File: config.mk
export PLATFORM = sky130hd
export DESIGN_NAME = mem_port_arbiter
export DESIGN_NICKNAME = d
export VERILOG_FILES = /design/src/rtl/mem_port_arbiter_pkg.sv /design/src/rtl/mem_port_arbiter_pick.sv /design/src/rtl/mem_port_arbiter.sv
export SDC_FILE = /design/constraint.sdc
export NUM_CORES = 1
export LEC_CHECK = 0
export CAP_MARGIN = 5
export CORE_MARGIN = 2
export CORE_UTILIZATION = 35
export CTS_BUF_LIST = sky130_fd_sc_hd__clkbuf_16
export DETAILED_ROUTE_END_ITERATION = 10
export DONT_BUFFER_PORTS = 1
export PLACE_DENSITY = 0.51
export RECOVER_POWER = 100
export SYNTH_ARGS = -nofsm -noshare
export SYNTH_HDL_FRONTEND = slang
export SYNTH_SLANG_ARGS = --single-unit
File: constraint.sdc
create_clock -name clock -period 2.1 [get_ports clock]
set_clock_uncertainty 0.2 [all_clocks]
set_input_delay 0.42 -clock clock [delete_from_list [all_inputs] [get_ports clock]]
set_output_delay 0.42 -clock clock [all_outputs]
set_load 0.05 [all_outputs]
File: src/rtl/mem_port_arbiter_pkg.sv
// Shared types for the memory port arbiter: FSM states, transaction owner
// and the width of the data-streak counter.
package mem_port_arbiter_pkg;

  typedef enum logic [1:0] {
    IDLE = 2'd0,
    REQ  = 2'd1,
    WAIT = 2'd2
  } mem_arb_state_e;

  typedef enum logic {
    OWN_INSTR = 1'b0,
    OWN_DATA  = 1'b1
  } mem_owner_e;

  localparam int STREAK_W = 4;

endpackage

File: src/rtl/mem_port_arbiter_pick.sv
// Winner selection: load/store wins unless fetch has waited through
// MAX_DATA_STREAK consecutive data grants.
module mem_arb_pick
  import mem_port_arbiter_pkg::*;
#(
  parameter int MAX_DATA_STREAK = 4
) (
  input  logic                instr_req,
  input  logic                data_req,
  input  logic [STREAK_W-1:0] streak,
  output mem_owner_e          winner
);

  localparam logic [STREAK_W-1:0] LIMIT = STREAK_W'(MAX_DATA_STREAK);

  always_comb begin
    winner = OWN_DATA;
    if (instr_req && (!data_req || streak == LIMIT)) begin
      winner = OWN_INSTR;
    end
  end

endmodule

File: src/rtl/mem_port_arbiter.sv
// Two-client (fetch, load/store) arbiter onto a single-outstanding DRAM port.
// All client and memory outputs are registered.
module mem_port_arbiter
  import mem_port_arbiter_pkg::*;
#(
  parameter int ADDR_W          = 32,
  parameter int DATA_W          = 32,
  parameter int MAX_DATA_STREAK = 4
) (
  input  logic                clock,
  input  logic                reset,
  input  logic                instr_req,
  input  logic [ADDR_W-1:0]   instr_addr,
  output logic                instr_gnt,
  output logic                instr_rvalid,
  output logic [DATA_W-1:0]   instr_rdata,
  input  logic                data_req,
  input  logic                data_we,
  input  logic [DATA_W/8-1:0] data_be,
  input  logic [ADDR_W-1:0]   data_addr,
  input  logic [DATA_W-1:0]   data_wdata,
  output logic                data_gnt,
  output logic                data_rvalid,
  output logic [DATA_W-1:0]   data_rdata,
  output logic                mem_req,
  output logic                mem_we,
  output logic [DATA_W/8-1:0] mem_be,
  output logic [ADDR_W-1:0]   mem_addr,
  output logic [DATA_W-1:0]   mem_wdata,
  input  logic                mem_gnt,
  input  logic                mem_rvalid,
  input  logic [DATA_W-1:0]   mem_rdata
);

  localparam logic [STREAK_W-1:0] STREAK_MAX = STREAK_W'(MAX_DATA_STREAK);

  mem_arb_state_e      state;
  mem_owner_e          owner;
  mem_owner_e          winner;
  logic [STREAK_W-1:0] streak;

  mem_arb_pick #(
    .MAX_DATA_STREAK(MAX_DATA_STREAK)
  ) u_pick (
    .instr_req(instr_req),
    .data_req (data_req),
    .streak   (streak),
    .winner   (winner)
  );

  always_ff @(posedge clock or negedge reset) begin
    if (!reset) begin
      state        <= IDLE;
      owner        <= OWN_INSTR;
      streak       <= '0;
      instr_gnt    <= 1'b0;
      instr_rvalid <= 1'b0;
      instr_rdata  <= '0;
      data_gnt     <= 1'b0;
      data_rvalid  <= 1'b0;
      data_rdata   <= '0;
      mem_req      <= 1'b0;
      mem_we       <= 1'b0;
      mem_be       <= '0;
      mem_addr     <= '0;
      mem_wdata    <= '0;
    end else begin
      // Grants and responses are single-cycle pulses.
      instr_gnt    <= 1'b0;
      data_gnt     <= 1'b0;
      instr_rvalid <= 1'b0;
      data_rvalid  <= 1'b0;
      case (state)
        IDLE: begin
          if (instr_req || data_req) begin
            state   <= REQ;
            owner   <= winner;
            mem_req <= 1'b1;
            if (winner == OWN_DATA) begin
              data_gnt  <= 1'b1;
              mem_we    <= data_we;
              mem_be    <= data_be;
              mem_addr  <= data_addr;
              mem_wdata <= data_wdata;
              if (!instr_req) begin
                streak <= '0;
              end else if (streak != STREAK_MAX) begin
                streak <= streak + 1'b1;
              end
            end else begin
              instr_gnt <= 1'b1;
              mem_we    <= 1'b0;
              mem_be    <= '0;
              mem_addr  <= instr_addr;
              mem_wdata <= '0;
              streak    <= '0;
            end
          end
        end
        REQ: begin
          if (mem_gnt) begin
            mem_req <= 1'b0;
            state   <= WAIT;
          end
        end
        WAIT: begin
          if (mem_rvalid) begin
            state <= IDLE;
            if (owner == OWN_DATA) begin
              data_rvalid <= 1'b1;
              data_rdata  <= mem_we ? '0 : mem_rdata;
            end else begin
              instr_rvalid <= 1'b1;
              instr_rdata  <= mem_rdata;
            end
          end
        end
        default: state <= IDLE;
      endcase
    end
  end

endmodule
# Word-level counts from Yosys, hierarchy flattened
# Index checks and enable logic that the tools add are counted.
[totals] output_inout_bits=138 reg_bits=145
[classes] eq_ne=8 bitwise=1 n_reduce_logical=12 n_mux=27 addsub=1
[op_table] operator="two-way mux 32 bit" count=3
[op_table] operator="two-way mux 4 bit" count=4
[op_table] operator="two-way mux 1 bit" count=15
[op_table] operator="AND reduction 3 bit" count=5
[op_table] operator="two-way mux 2 bit" count=3
[op_table] operator="!= test 2 bit, second input constant" count=3
[op_table] operator="one-hot mux 2 bit (3 select lines)" count=1
[op_table] operator="adder 4 x 1 -> 4 bit, second input constant" count=1
[op_table] operator="== test 4 x 3 -> 1 bit, second input constant" count=1
[op_table] operator="!= test 4 x 3 -> 1 bit, second input constant" count=1
[op_table] operator="!= test 3 x 1 -> 1 bit, second input constant" count=1
[op_table] operator="== test 2 x 1 -> 1 bit, second input constant" count=1
[op_table] operator="== test 2 bit, second input constant" count=1
[op_table] operator="zero test 2 bit" count=1
[op_table] operator="logical OR 1 bit" count=2
[op_table] operator="one-hot mux 1 bit (2 select lines)" count=1
[op_table] operator="AND reduction 2 bit" count=1
[op_table] operator="nonzero test 2 bit" count=1
[op_table] operator="logical AND 1 bit" count=1
[op_table] operator="zero test 1 bit" count=1
[op_table] operator="NOT 1 bit" count=1

# Longest topological paths before layout
[depth] word_depth=6 mapped_depth=7 ltp_nobuf=5

# Hierarchy
# Synthesis repeated with hierarchy kept, for this count alone.
[hier_totals] cells_unflattened=561 hier_area_um2=6182.2
[by_module_without_submodules] module="mem_port_arbiter" n_inst=1 area_per_inst_um2=6158.4 seq_area_each_um2=3628.5 cells_each=558
[by_module_without_submodules] module="mem_arb_pick" n_inst=1 area_per_inst_um2=23.8 seq_area_each_um2=0.0 cells_each=3

# Worst setup path before layout
# No wires, ideal clock.
[synth_timing] kind="input to register" start="input data_req" end="register state[0]" required_ns=1.780 path_stages=7 arrival_time_ns=1.425 n_path_buf=4 setup_slack_ns=0.355 path_cell_list="buf_2 -> or2_0 -> clkbuf_2 -> and2_1 -> buf_6 -> buf_6 -> a31o_1"
[synth_between] elab_chain_len=3
[synth_rtl] item="start, declared" line_no="mem_port_arbiter.sv:17" rtl="input logic data_req,"
[synth_rtl] item="logical OR 1 bit" line_no="mem_port_arbiter.sv:75" rtl="if (instr_req || data_req) begin"
[synth_rtl] item="!= test 2 bit (no source line)"
[synth_rtl] item="AND reduction 3 bit (no source line)"
[synth_rtl] item="end signal, assigned" line_no="mem_port_arbiter.sv:76" rtl="state <= REQ;"
[synth_rtl] item="end signal, assigned" line_no="mem_port_arbiter.sv:103" rtl="state <= WAIT;"
[synth_rtl] item="end signal, assigned" line_no="mem_port_arbiter.sv:108" rtl="state <= IDLE;"
[synth_rtl] item="end, declared" line_no="mem_port_arbiter.sv:37" rtl="mem_arb_state_e state;"
# Every way passes these cells.
# A chain may end at the register's enable or synchronous reset.

# Worst setup path after layout
[layout_timing] start="register state[1]" end="register mem_wdata[7]"
[layout_between] elab_chain_len=2
[layout_rtl] item="start signal, assigned" line_no="mem_port_arbiter.sv:53" rtl="state <= IDLE;"
[layout_rtl] item="start signal, assigned" line_no="mem_port_arbiter.sv:76"
[layout_rtl] item="start signal, assigned" line_no="mem_port_arbiter.sv:103"
[layout_rtl] item="zero test 2 bit" line_no="mem_port_arbiter.sv:73" rtl="case (state)"
[layout_rtl] item="AND reduction 2 bit (no source line)"
[layout_rtl] item="end signal, assigned" line_no="mem_port_arbiter.sv:84" rtl="mem_wdata <= data_wdata;"
[layout_rtl] item="end, declared" line_no="mem_port_arbiter.sv:29" rtl="output logic [DATA_W-1:0] mem_wdata,"
# Every way passes these cells.

==> metrics.md <==
| Metric | Value |
|---|---|
| Transition time of the tightest slew-check pin | between 1 and 1.5 ns |
| WHS | -0.502 ns |
| Final Hold Viols | 145 |
| Fin crit share | 93.7% |
| Worst path max stage delay | 0.44 ns |
| Reg-to-reg setup timing slack | about 0.13 ns |
| CTS root buf | clkbuf_16 |
| Critical-path top delay cell | dfrtp_1 |
| Reg-to-Reg End | mem_wdata[7]$_DFFE_PN0P_ |
| RSZ-0062 raised after global routing | false |
| GPL Wtd Cong | between 0.7 and 0.8 |
| CTS hold repair buffers | ~120 |
| Fmax | 508 MHz |
| Vias in the first global route | 5333 |
| Hpwl dp | between 10000 and 15000 microns |
| FF-to-FF Start | state[1]$_DFFE_PN0P_ |
| Status | complete, but fails checks |
| HP Class | input pin to asynchronous set/reset pin |
| Final instance area | between 8000 and 9000 sq um |
| Seq cells post-synth | 145 |
| Post-synth ARST share | between 90% and 100% |
| Initial antenna violation count | 0 |
| Overall die width | around 140 microns |
| Synth Cell Area | 6320 sq um |
| Top cells by area, synth | dfrtp_1 (57%), nand3_1 (5.7%), mux2_2 (5.7%) |
| Total Nets Final | approximately 820 |
| Crit Path Max Fanout | 90 |
| VDD IR max | a little under 0.9 mV |
| H-tree Lvls | 4 |
| Path depth of the worst reg2reg path | 5 |
| Port Buffers | 0 |
| Layout cell share with drive strength beyond 1 | 11.5% |
| Fin crit period | 1.97 ns |
| Core footprint | about 18000 sq um |
| Avg Vias per Cell | about 5.4 |
| Num ports | approximately 280 |
| Number of CTS-inserted buffers | 17 |
| Initial Utilization | between 30% and 40% |
| Critical Setup Path Class | flip-flop to flip-flop |
| Reg clk slew, reported paths | 0.06 ns |
| Clk buf depth | 2 |
| Most common cell in the netlist | dfrtp_1 |
| Top FF cell, synth | dfrtp_1 |
| Antenna-violating nets left | 0 |
| CTS tree | done |
| MaxCap Viol Count | 0 |
| All-Layer GR Usage | between 10% and 20% |
| Relative slew margins | between 20% and 30% |
| GRT overflow | 0 |
| Worst-Skew Late Latency | roughly 0.41 ns |
| Final Setup Violations | 0 |
| Full die area | 19200 sq um |
| Rows | 49 |
| Synth area leader | dfrtp_1 |
| Routed via count | between 4000 and 5000 |
| WP buf/inv | 2 |
| Setup TNS | 0 ns |
| WL/cell | approximately 19 microns |
| First-pass GRT wire length | about 28000 microns |
| Post-synth top area share | a little under three fifths |
| Sink Count | between 100 and 150 |
| PwrDens | roughly 1800 nW/um^2 |
| Critical Path End Type | flip-flop |
| DRT Wirelength | roughly 18000 microns |
| Sequential-to-total area share from yosys stat | 57.4% |
| Largest net degree at the start of global routing | approximately 150 |
| Netlist cell types | 36 |
| WP data required | between 2 and 2.5 ns |
| Arr. time, crit path | around 2.1 ns |
| DR DRC count | 0 |
| CP delay by family, top | buffers and inverters |
| Slew Limit Fails | 0 |
| Synth-to-Final Area Change | 30.2% |
| Pleak | approximately 3.6 nW |
| Setup crit start kind | flip-flop |
| Top cells by count, synth | dfrtp_1 (145), nand3_1 (72), o2bb2ai_1 (38) |
| ANT cells | 0 |
| Iteration-0 DRC Markers | 209 |
| Critical path, cell by cell | nor2_4 > buf_12 > nand2_1 > clkbuf_2 > o2bb2ai_1 |
| Post-placement cell area | roughly 6500 sq um |
| Violated checks | negative hold slack |
| Post-synth EDFFs | 0 |
| Drt pass-1 iters | 4 |
| Syn Area/Cell | 11.0 sq um |
| Net Count, Synth | ~720 |
| Total of warnings raised by yosys | 0 |
| Synthesized instance count | 575 |
| Chip height | between 100 and 150 microns |
## registers in the layout (all words and copies together) (netlist names)
name / count
data_rdata: 32
instr_rdata: 32
mem_addr: 32
mem_wdata: 32
mem_be: 4
streak: 4
state: 2
data_gnt: 1
data_rvalid: 1
instr_gnt: 1
instr_rvalid: 1
mem_req: 1
mem_we: 1
owner: 1
## area by class of cell
cell class	count	area (sq um)
tap	229	287
fill	1585	9610
inverter	37	139
multi-input combinational	336	2250
timing repair buffer	137	1360
clock inverter	13	148
clock buffer	17	425
sequential	145	3630
## per-stage QoR
stage | std cells | setup WS (ns) | power (W) | hold WS [ns] | util (%)
after global routing | 914 | 0.0634 | 0.0160 | -0.537 | 46.2
after CTS | 914 | 0.159 | 0.0154 | -0.530 | 46.4
after floorplan | 575 | 0.355 | 0.0113 | -0.0756 | -
final | 914 | 0.131 | 0.0152 | -0.502 | 46.2
after global placement | 763 | 0.350 | 0.0120 | -0.0722 | 36.4
after detailed placement | 763 | 0.282 | 0.0121 | -0.0725 | 36.4
## placed cells by master, fill, tap and decap left out, types with 2 or more instances in the layout
cell,netlist,final
dlygate4sd3_1,0,120
inv_1,37,39
bufinv_16,0,3
nand2b_1,34,34
nand4_1,32,32
clkbuf_16,0,17
mux2_2,32,32
clkinv_2,0,2
a21oi_1,4,4
buf_12,0,2
nand3_1,72,72
clkbuf_2,1,2
clkinvlp_4,0,2
nand2_1,36,36
nor2_1,2,2
or2_2,1,2
clkinv_1,0,2
ha_1,2,2
o2bb2ai_1,38,38
clkbuf_4,0,4
o221ai_1,32,32
o311ai_0,1,2
buf_4,5,7
nand4b_1,3,3
dfrtp_1,145,145
o21ai_0,31,33
## power breakdown
part / internal, W / total (W) / switching, W
sequential: 0.00396 / 0.00916 / 0.00520
combinational: 0.00143 / 0.00304 / 0.00161
clock: 0.00184 / 0.00299 / 0.00116
## worst max path at each step
stage | start | slack, ns | depth (start not counted) | to
2_1_floorplan | data_req | 0.35 | 7 | state[0]$_DFFE_PN0P_
3_3_place_gp | instr_req | 0.35 | 4 | mem_addr[11]$_DFFE_PN0P_
3_5_place_dp | instr_req | 0.28 | 4 | mem_addr[29]$_DFFE_PN0P_
4_1_cts | mem_we$_DFFE_PN0P_ | 0.16 | 1 | mem_we
5_1_grt | state[1]$_DFFE_PN0P_ | 0.06 | 5 | mem_wdata[7]$_DFFE_PN0P_
6_report | state[1]$_DFFE_PN0P_ | 0.13 | 5 | mem_wdata[7]$_DFFE_PN0P_
## cell families (layout without fill, tap and decap cells)
family,count (synthesis),after routing,share of synthesized area [%]
adder cells (fa/ha/maj),2,2,0.396
multiplexers,33,33,5.86
AO/OA/AOI/OAI,113,113,13.4
buffers and inverters,94,204,6.96
AND/OR/NAND/NOR,188,188,16.0
flip-flops,145,145,57.4
## metal layers
layer	share of wire, %	up-vias	global-route usage (%)
li1	-	2273	-
met1	41	2407	21.8
met2	48	236	30.2
met3	8.8	30	6.79
met4	2.0	0	6.44
met5	0	-	0
## timing repair
item / in CTS / in global routing
setup endpoints to repair: 0 / 2
setup buffers: 0 / 0
resized for setup: 0 / 1
hold endpoints to repair: 278 / 145
(Power assumes the default switching activity.)
